<file path="config.mk">
export PLATFORM = sky130hd
export DESIGN_NAME = muldiv
export DESIGN_NICKNAME = d
export VERILOG_FILES = /design/src/rtl/muldiv.sv
export SDC_FILE = /design/constraint.sdc
export NUM_CORES = 1
export LEC_CHECK = 0
export CAP_MARGIN = 20
export CORE_ASPECT_RATIO = 0.7
export CORE_UTILIZATION = 40
export DETAILED_ROUTE_END_ITERATION = 8
export HOLD_SLACK_MARGIN = 0.15
export PLACE_DENSITY = 0.63
export SYNTH_ARGS = -nofsm -noshare
export SYNTH_HDL_FRONTEND = slang
export SYNTH_SLANG_ARGS = --single-unit
</file>
<file path="constraint.sdc">
create_clock -name clk -period 4.06 [get_ports clk]
set_input_delay 0.812 -clock clk [delete_from_list [all_inputs] [get_ports clk]]
set_output_delay 0.812 -clock clk [all_outputs]
set_load 0.02 [all_outputs]
</file>
<file path="src/rtl/muldiv.sv">
// Iterative multiply/divide unit: restoring DIV (16/8, one quotient bit per clock)
// and shift-add MUL (8x8). Optional macro MULDIV_FAST_OVERFLOW_EN short-cuts DIV overflow.
module muldiv (
  input  logic        clk,
  input  logic        reset,
  input  logic        start,
  input  logic        op,
  input  logic [15:0] dividend,
  input  logic [7:0]  divisor,
  output logic        busy,
  output logic        done,
  output logic [15:0] result,
  output logic [3:0]  flags,
  output logic        div_zero
);

  typedef enum logic [1:0] {IDLE, RUN, FIN} state_t;

  state_t      state_reg, state_next;
  logic        op_reg, op_next;
  logic [3:0]  cnt_reg, cnt_next;
  logic [7:0]  rem_reg, rem_next;
  logic [15:0] quot_reg, quot_next;
  logic [15:0] acc_reg, acc_next;
  logic [15:0] dvd_reg, dvd_next;
  logic [7:0]  dsr_reg, dsr_next;
  logic        busy_reg, busy_next;
  logic        done_reg, done_next;
  logic        dz_reg, dz_next;
  logic [15:0] result_reg, result_next;
  logic [3:0]  flags_reg, flags_next;

  logic [8:0]  div_shift, div_diff;
  logic        div_ge;
  logic [7:0]  div_rem;
  logic [15:0] div_quot, mul_acc;
  logic        last_iter;

  // 9-bit partial remainder; bit 8 set means it already exceeds any 8-bit divisor,
  // otherwise the borrow out of the subtraction decides the quotient bit.
  assign div_shift = {rem_reg, quot_reg[15]};
  assign div_diff  = div_shift - {1'b0, dsr_reg};
  assign div_ge    = div_shift[8] | ~div_diff[8];
  assign div_rem   = div_ge ? div_diff[7:0] : div_shift[7:0];
  assign div_quot  = {quot_reg[14:0], div_ge};
  assign mul_acc   = dsr_reg[0] ? acc_reg + quot_reg : acc_reg;
  assign last_iter = op_reg ? (cnt_reg == 4'd7) : (cnt_reg == 4'd15);

  always_comb begin
    state_next  = state_reg;
    op_next     = op_reg;
    cnt_next    = cnt_reg;
    rem_next    = rem_reg;
    quot_next   = quot_reg;
    acc_next    = acc_reg;
    dvd_next    = dvd_reg;
    dsr_next    = dsr_reg;
    busy_next   = 1'b0;
    done_next   = 1'b0;
    dz_next     = 1'b0;
    result_next = result_reg;
    flags_next  = flags_reg;

    case (state_reg)
      RUN: begin
        busy_next = 1'b1;
        cnt_next  = cnt_reg + 4'd1;
        if (op_reg) begin
          acc_next  = mul_acc;
          quot_next = {quot_reg[14:0], 1'b0};
          dsr_next  = {1'b0, dsr_reg[7:1]};
        end else begin
          rem_next  = div_rem;
          quot_next = div_quot;
        end
        if (last_iter) begin
          state_next = FIN;
          busy_next  = 1'b0;
          done_next  = 1'b1;
          if (op_reg) begin
            result_next = mul_acc;
            flags_next  = {mul_acc[15], 2'b00, mul_acc == 16'h0000};
          end else if (div_quot[15:8] != 8'h00) begin
            result_next = dvd_reg;
            flags_next  = 4'b0100;
          end else begin
            result_next = {div_rem, div_quot[7:0]};
            flags_next  = {div_quot[7], 2'b00, div_quot[7:0] == 8'h00};
          end
        end
      end
      default: begin
        // IDLE and FIN both accept a new launch; FIN falls back to IDLE otherwise.
        state_next = IDLE;
        if (start) begin
          op_next   = op;
          dvd_next  = dividend;
          dsr_next  = divisor;
          cnt_next  = 4'd0;
          rem_next  = 8'h00;
          acc_next  = 16'h0000;
          quot_next = op ? {8'h00, dividend[7:0]} : dividend;
          if (!op && divisor == 8'h00) begin
            state_next  = FIN;
            done_next   = 1'b1;
            dz_next     = 1'b1;
            result_next = dividend;
            flags_next  = 4'b1100;
`ifdef MULDIV_FAST_OVERFLOW_EN
          end else if (!op && dividend[15:8] >= divisor) begin
            state_next  = FIN;
            done_next   = 1'b1;
            result_next = dividend;
            flags_next  = 4'b0100;
`endif
          end else begin
            state_next = RUN;
            busy_next  = 1'b1;
          end
        end
      end
    endcase
  end

  always_ff @(posedge clk or posedge reset) begin
    if (reset) begin
      state_reg  <= IDLE;
      op_reg     <= 1'b0;
      cnt_reg    <= 4'd0;
      rem_reg    <= 8'h00;
      quot_reg   <= 16'h0000;
      acc_reg    <= 16'h0000;
      dvd_reg    <= 16'h0000;
      dsr_reg    <= 8'h00;
      busy_reg   <= 1'b0;
      done_reg   <= 1'b0;
      dz_reg     <= 1'b0;
      result_reg <= 16'h0000;
      flags_reg  <= 4'h0;
    end else begin
      state_reg  <= state_next;
      op_reg     <= op_next;
      cnt_reg    <= cnt_next;
      rem_reg    <= rem_next;
      quot_reg   <= quot_next;
      acc_reg    <= acc_next;
      dvd_reg    <= dvd_next;
      dsr_reg    <= dsr_next;
      busy_reg   <= busy_next;
      done_reg   <= done_next;
      dz_reg     <= dz_next;
      result_reg <= result_next;
      flags_reg  <= flags_next;
    end
  end

  assign busy     = busy_reg;
  assign done     = done_reg;
  assign div_zero = dz_reg;
  assign result   = result_reg;
  assign flags    = flags_reg;

endmodule

</file>
Yosys cells after proc, flatten, opt, wreduce, memory -nomap -nowiden:

Index checks and enable logic that the tools add are counted.

* input port bits: 28
* output and inout bits: 23
* bits in registers: 94

* muxes and demuxes: 43
* reductions and logical operators: 12
* eq/ne operators: 6
* bitwise gates (word level): 3
* add/subtract/negate cells: 3

Operator list (number)
* 16-bit 2-to-1 mux: 13
* 8-bit 2-to-1 mux: 7
* 4-bit 2-to-1 mux: 8
* 16-bit adder: 1
* 16-bit zero test: 1
* 8-bit zero test: 2
* 1-bit 2-to-1 mux: 11
* 9-bit by 8-bit subtractor with 9-bit output: 1
* 2-bit 2-to-1 mux: 4
* 8-bit nonzero test: 1
* 2-bit != test (second input constant): 3
* 2-bit AND reduction: 3
* 4-bit by 1-bit adder with 4-bit output (second input constant): 1
* 4-bit by 3-bit == test with 1-bit output (second input constant): 1
* 4-bit == test (second input constant): 1
* 2-bit nonzero test: 2
* 3-bit AND reduction: 1
* 2-bit by 1-bit == test with 1-bit output (second input constant): 1
* 1-bit inverter: 2
* 1-bit logical AND: 1
* 1-bit zero test: 1
* 1-bit bitwise OR: 1

Logic depth before layout (Yosys ltp):

* depth after elaboration: 8
* depth in mapped cells: 12
* mapped depth without buffers: 11

Least setup slack after synthesis:

No wires, ideal clock.

* kind: register to register
* start point: register quot_reg[0]
* end point: register result_reg[12], in the netlist result[12]
* period minus slack after synthesis: 2.648 ns
* setup time: 0.126 ns
* arrival: 2.522 ns
* required time: 3.934 ns
* slack: 1.412 ns
* buffers on the path: 0
* stages on the path, launching flop included: 10
* cells stage by stage: dfrtp_1 ha_1 fa_1 a211oi_2 o211ai_2 and3_4 or3_1 a31oi_1 nor2_1 o32a_1

* longest elaborated chain between the ends: 5

RTL lines
* from (decl): line 23 `logic [15:0] quot_reg, quot_next;`
* from (signal assigned): line 145 `quot_reg <= quot_next;`
* 16-bit adder: line 46 `assign mul_acc = dsr_reg[0] ? acc_reg + quot_reg : acc_reg;`
* 16-bit 2-to-1 mux: line 46
* 16-bit 2-to-1 mux: line 80 `if (op_reg) begin`
* 16-bit 2-to-1 mux: line 76 `if (last_iter) begin`
* 16-bit 2-to-1 mux: line 64 `case (state_reg)`
* to (signal assigned): line 152 `result_reg <= result_next;`
* to (decl): line 30 `logic [15:0] result_reg, result_next;`

No other way between the ends. The select of a mux whose other input is x is not followed.
A chain may end at the register's enable or synchronous reset.

Worst setup path after layout:

* start point: register quot_reg[15]
* end point: register result_reg[10], in the netlist result[10]

* longest elaborated chain between the ends: 8

RTL lines
* 9-bit by 8-bit subtractor with 9-bit output *: line 42 `assign div_diff = div_shift - {1'b0, dsr_reg};`
* 1-bit inverter: line 43 `assign div_ge = div_shift[8] | ~div_diff[8];`
* 1-bit bitwise OR: line 43
* 8-bit 2-to-1 mux *: line 44 `assign div_rem = div_ge ? div_diff[7:0] : div_shift[7:0];`
* 16-bit 2-to-1 mux *: line 83 `end else if (div_quot[15:8] != 8'h00) begin`
* 16-bit 2-to-1 mux *: line 80
* 16-bit 2-to-1 mux *: line 76
* 16-bit 2-to-1 mux *: line 64

Mark *: on every way between the ends. The rest lies on a longest branch, timed or not. The select of a mux whose other input is x is not followed.

==> results.toml <==
[global_routing]
grt_max_degree = 60
grt_overflow = 0
antenna_found_initial = 0
track_usage_pct = 23.1
grt_pass1_wl_um = 26500
grt_pass1_vias = 4730

[yosys]
ys_types = 69
yosysTopAreaCellShare_pct = 40.6
synthTopCellsByArea = "dfrtp_1 (41%), nand2_1 (5.6%), ha_1 (5.2%), o21ai_0 (4.3%), mux2_2 (3.7%)"
synth_area_sq_um = 5740
synthArstFlopShare_pct = 100
synthCells = 640
synth-warning-count = 0
synth_largest_area_cell = "dfrtp_1"
synth_edf_count = 0
ys_seq_area_share_pct = 40.6
synthFlopType = "dfrtp_1"
avgSynthCellArea_sq_um = 8.96
synth_nets = 694
synth_seq_cells = 93
synth.most_common_cell = "dfrtp_1"
synth_common_cells = "dfrtp_1 (93), nand2_1 (86), nor2_1 (54), o21ai_0 (49), a21oi_1 (33)"

[detailed_routing]
vias = 5194
ant_nets = 0
vias_per_cell = 5.95
drcViolationCount = 0
first_iter_violations = 345
drt_wl_total_um = 16400
dr.pass1.iters = 5
wire_per_inst_um = 18.8

[worst_setup_path]
crit_buf_inv = 2
arrival_ns = 3.46
startpoint = "quot_reg[15]"
crit_path_max_fanout = 13
required_ns = 4.30
cp-start-kind = "flip-flop"
path_common_cell = "inv_1"
worstSetupPathType = "reg2reg"
path_delay_family = "compound AO/OA/AOI/OAI gates"
crit_slowest_cell = "o21a_1"
reg2reg_from = "quot_reg[15]"
worst_setup_path_end_kind = "flip-flop"
slowest_delay_ns = 0.51
cp_cell_sequence = "inv_1, ha_1, inv_1, fa_1, a21oi_1, o2111a_1, o21a_1, mux2i_1, o21ai_0, a22o_1, o31a_1"

[timing]
hold_viol_final = 0
slew_violations = 0
relSlewSlack_pct = 40.7
min_period_over_period_pct = 79.1
max_freq_ghz = 0.311
finalSetupViolations = 0
clock_skew_ns = 0.0105
fin_ws_ns = 0.848
tightestPinTransition_ns = 0.888
tns_ns = 0
period_needed_ns = 3.21
rsz0062_at_grt = "no"

[outcome]
status = "completed"

[die]
initial_core_util_pct = 41.1
ios = 51
num_rows = 36
die_w_um = 145
core_sq_um = 14000
dieArea_sq_um = 14800
die_h_um = 102

[cells_and_area]
syn_to_final_growth_pct = 17.3
fillCellCount = 1315
drive_gt1_share_pct = 9.08
antennaDiodeCount = 0
nets = 732

[clocking]
clk_pin_slew_worst_paths_ns = 0.07
cts_buffer_depth = 2
cts_tree = "built"
cts_inserted_buffers = 9
post-cts-setup-buffer-count = 0
cts.sinks = 93
insertion_delay_ns = 0.36
cts_resized = 0
htree_levels = 3
hold_buffers = 0
cts-root-buf = "clkbuf_16"

[run]
maxCapViolCount = 0

[power]
peakVddDrop_mv = 0.364
p_total_mw = 6.27
power_per_cell_area_nw_per_um2 = 932
power_leakage_nw = 2.91

[placement]
portBuffers = 49
post-place-ws_ns = 0.890
place.gp.congestion = 0.889
dp_hpwl_um = 12100

[worst_hold_path]
hp-class = "reg2reg"
hp-start = "dsr_reg[5]"
cells in the final DEF (no fill, tap or decap), drive strengths merged, types with 10 or more instances in the layout:
cell	count
a211oi	18
a21o	13
a21oi	33
a31oi	19
buf	10
clkdlybuf4s50	49
dfrtp	93
ha	24
inv	22
mux2	19
mux2i	16
nand2	87
nand2b	13
nand3b	10
nor2	54
nor2b	10
nor3	13
o21ai	52
through the flow:
step / std cells / hold WS (ns) / util, % / cell area, sq um
finish: 873 / 0.483 / 48.2 / 6730
global route: 873 / 0.513 / 48.2 / 6730
CTS: 873 / 0.485 / 48.2 / 6730
detailed placement: 857 / 0.469 / 45.9 / 6410
global placement: 857 / 0.462 / 45.9 / 6410
floorplan: 640 / 0.450 / - / 5740
final cells by class:
type | instances | area, sq um | share of cell area, %
Sequential cell | 93 | 2330 | 34.6
Tap cell | 190 | 238 | 3.53
Inverter | 18 | 70.1 | 1.04
Clock buffer | 9 | 225 | 3.35
Clock inverter | 7 | 87.6 | 1.30
Timing Repair Buffer | 59 | 566 | 8.41
Multi-Input combinational cell | 497 | 3210 | 47.8
power by group:
part	leakage, nW	internal (mW)	switching (mW)
Sequential	1.14	1.35	0.400
Clock	0.154	0.493	0.405
Combinational	1.61	1.47	2.14
Total	2.91	3.32	2.95
metal layers:
layer / share of wire (%) / global-route usage [%] / wire length [um]
met1: 49 / 33.9 / 8050
met2: 43 / 35.0 / 7010
met3: 7.2 / 5.31 / 1190
met4: 0.93 / 4.21 / 152
met5: 0 / 0 / 0
final timing paths:
kind	endpoint	slack, ns	cells after the start
hold reg to reg	dsr_reg[5]	0.48	2
max in group asynchronous	acc_reg[9]	2.39	3
hold / removal	dsr_reg[5]	0.48	2
setup / recovery	result[10]	0.85	11
min in group asynchronous	cnt_reg[1]	0.92	2
setup reg to reg	result[10]	0.85	11
worst min-delay path, cell delays in order (launching register included):
cell and delay (ns):
dfrtp_1 0.35, nand2_1 0.04, o21ai_0 0.06
cell families after synthesis:
kind of cell             count (synthesis)  synth area share (%)
multiplexers                            35                  6.52
other                                    1                0.0654
AND/OR/NAND/NOR                        237                  20.2
buffers and inverters                   50                  3.53
AO/OA/AOI/OAI                          191                  22.1
adder cells (fa/ha/maj)                 26                  5.93
flip-flops                              93                  40.6
XOR/XNOR                                 7                  1.07
No activity file was read; power rests on OpenSTA's default activity.
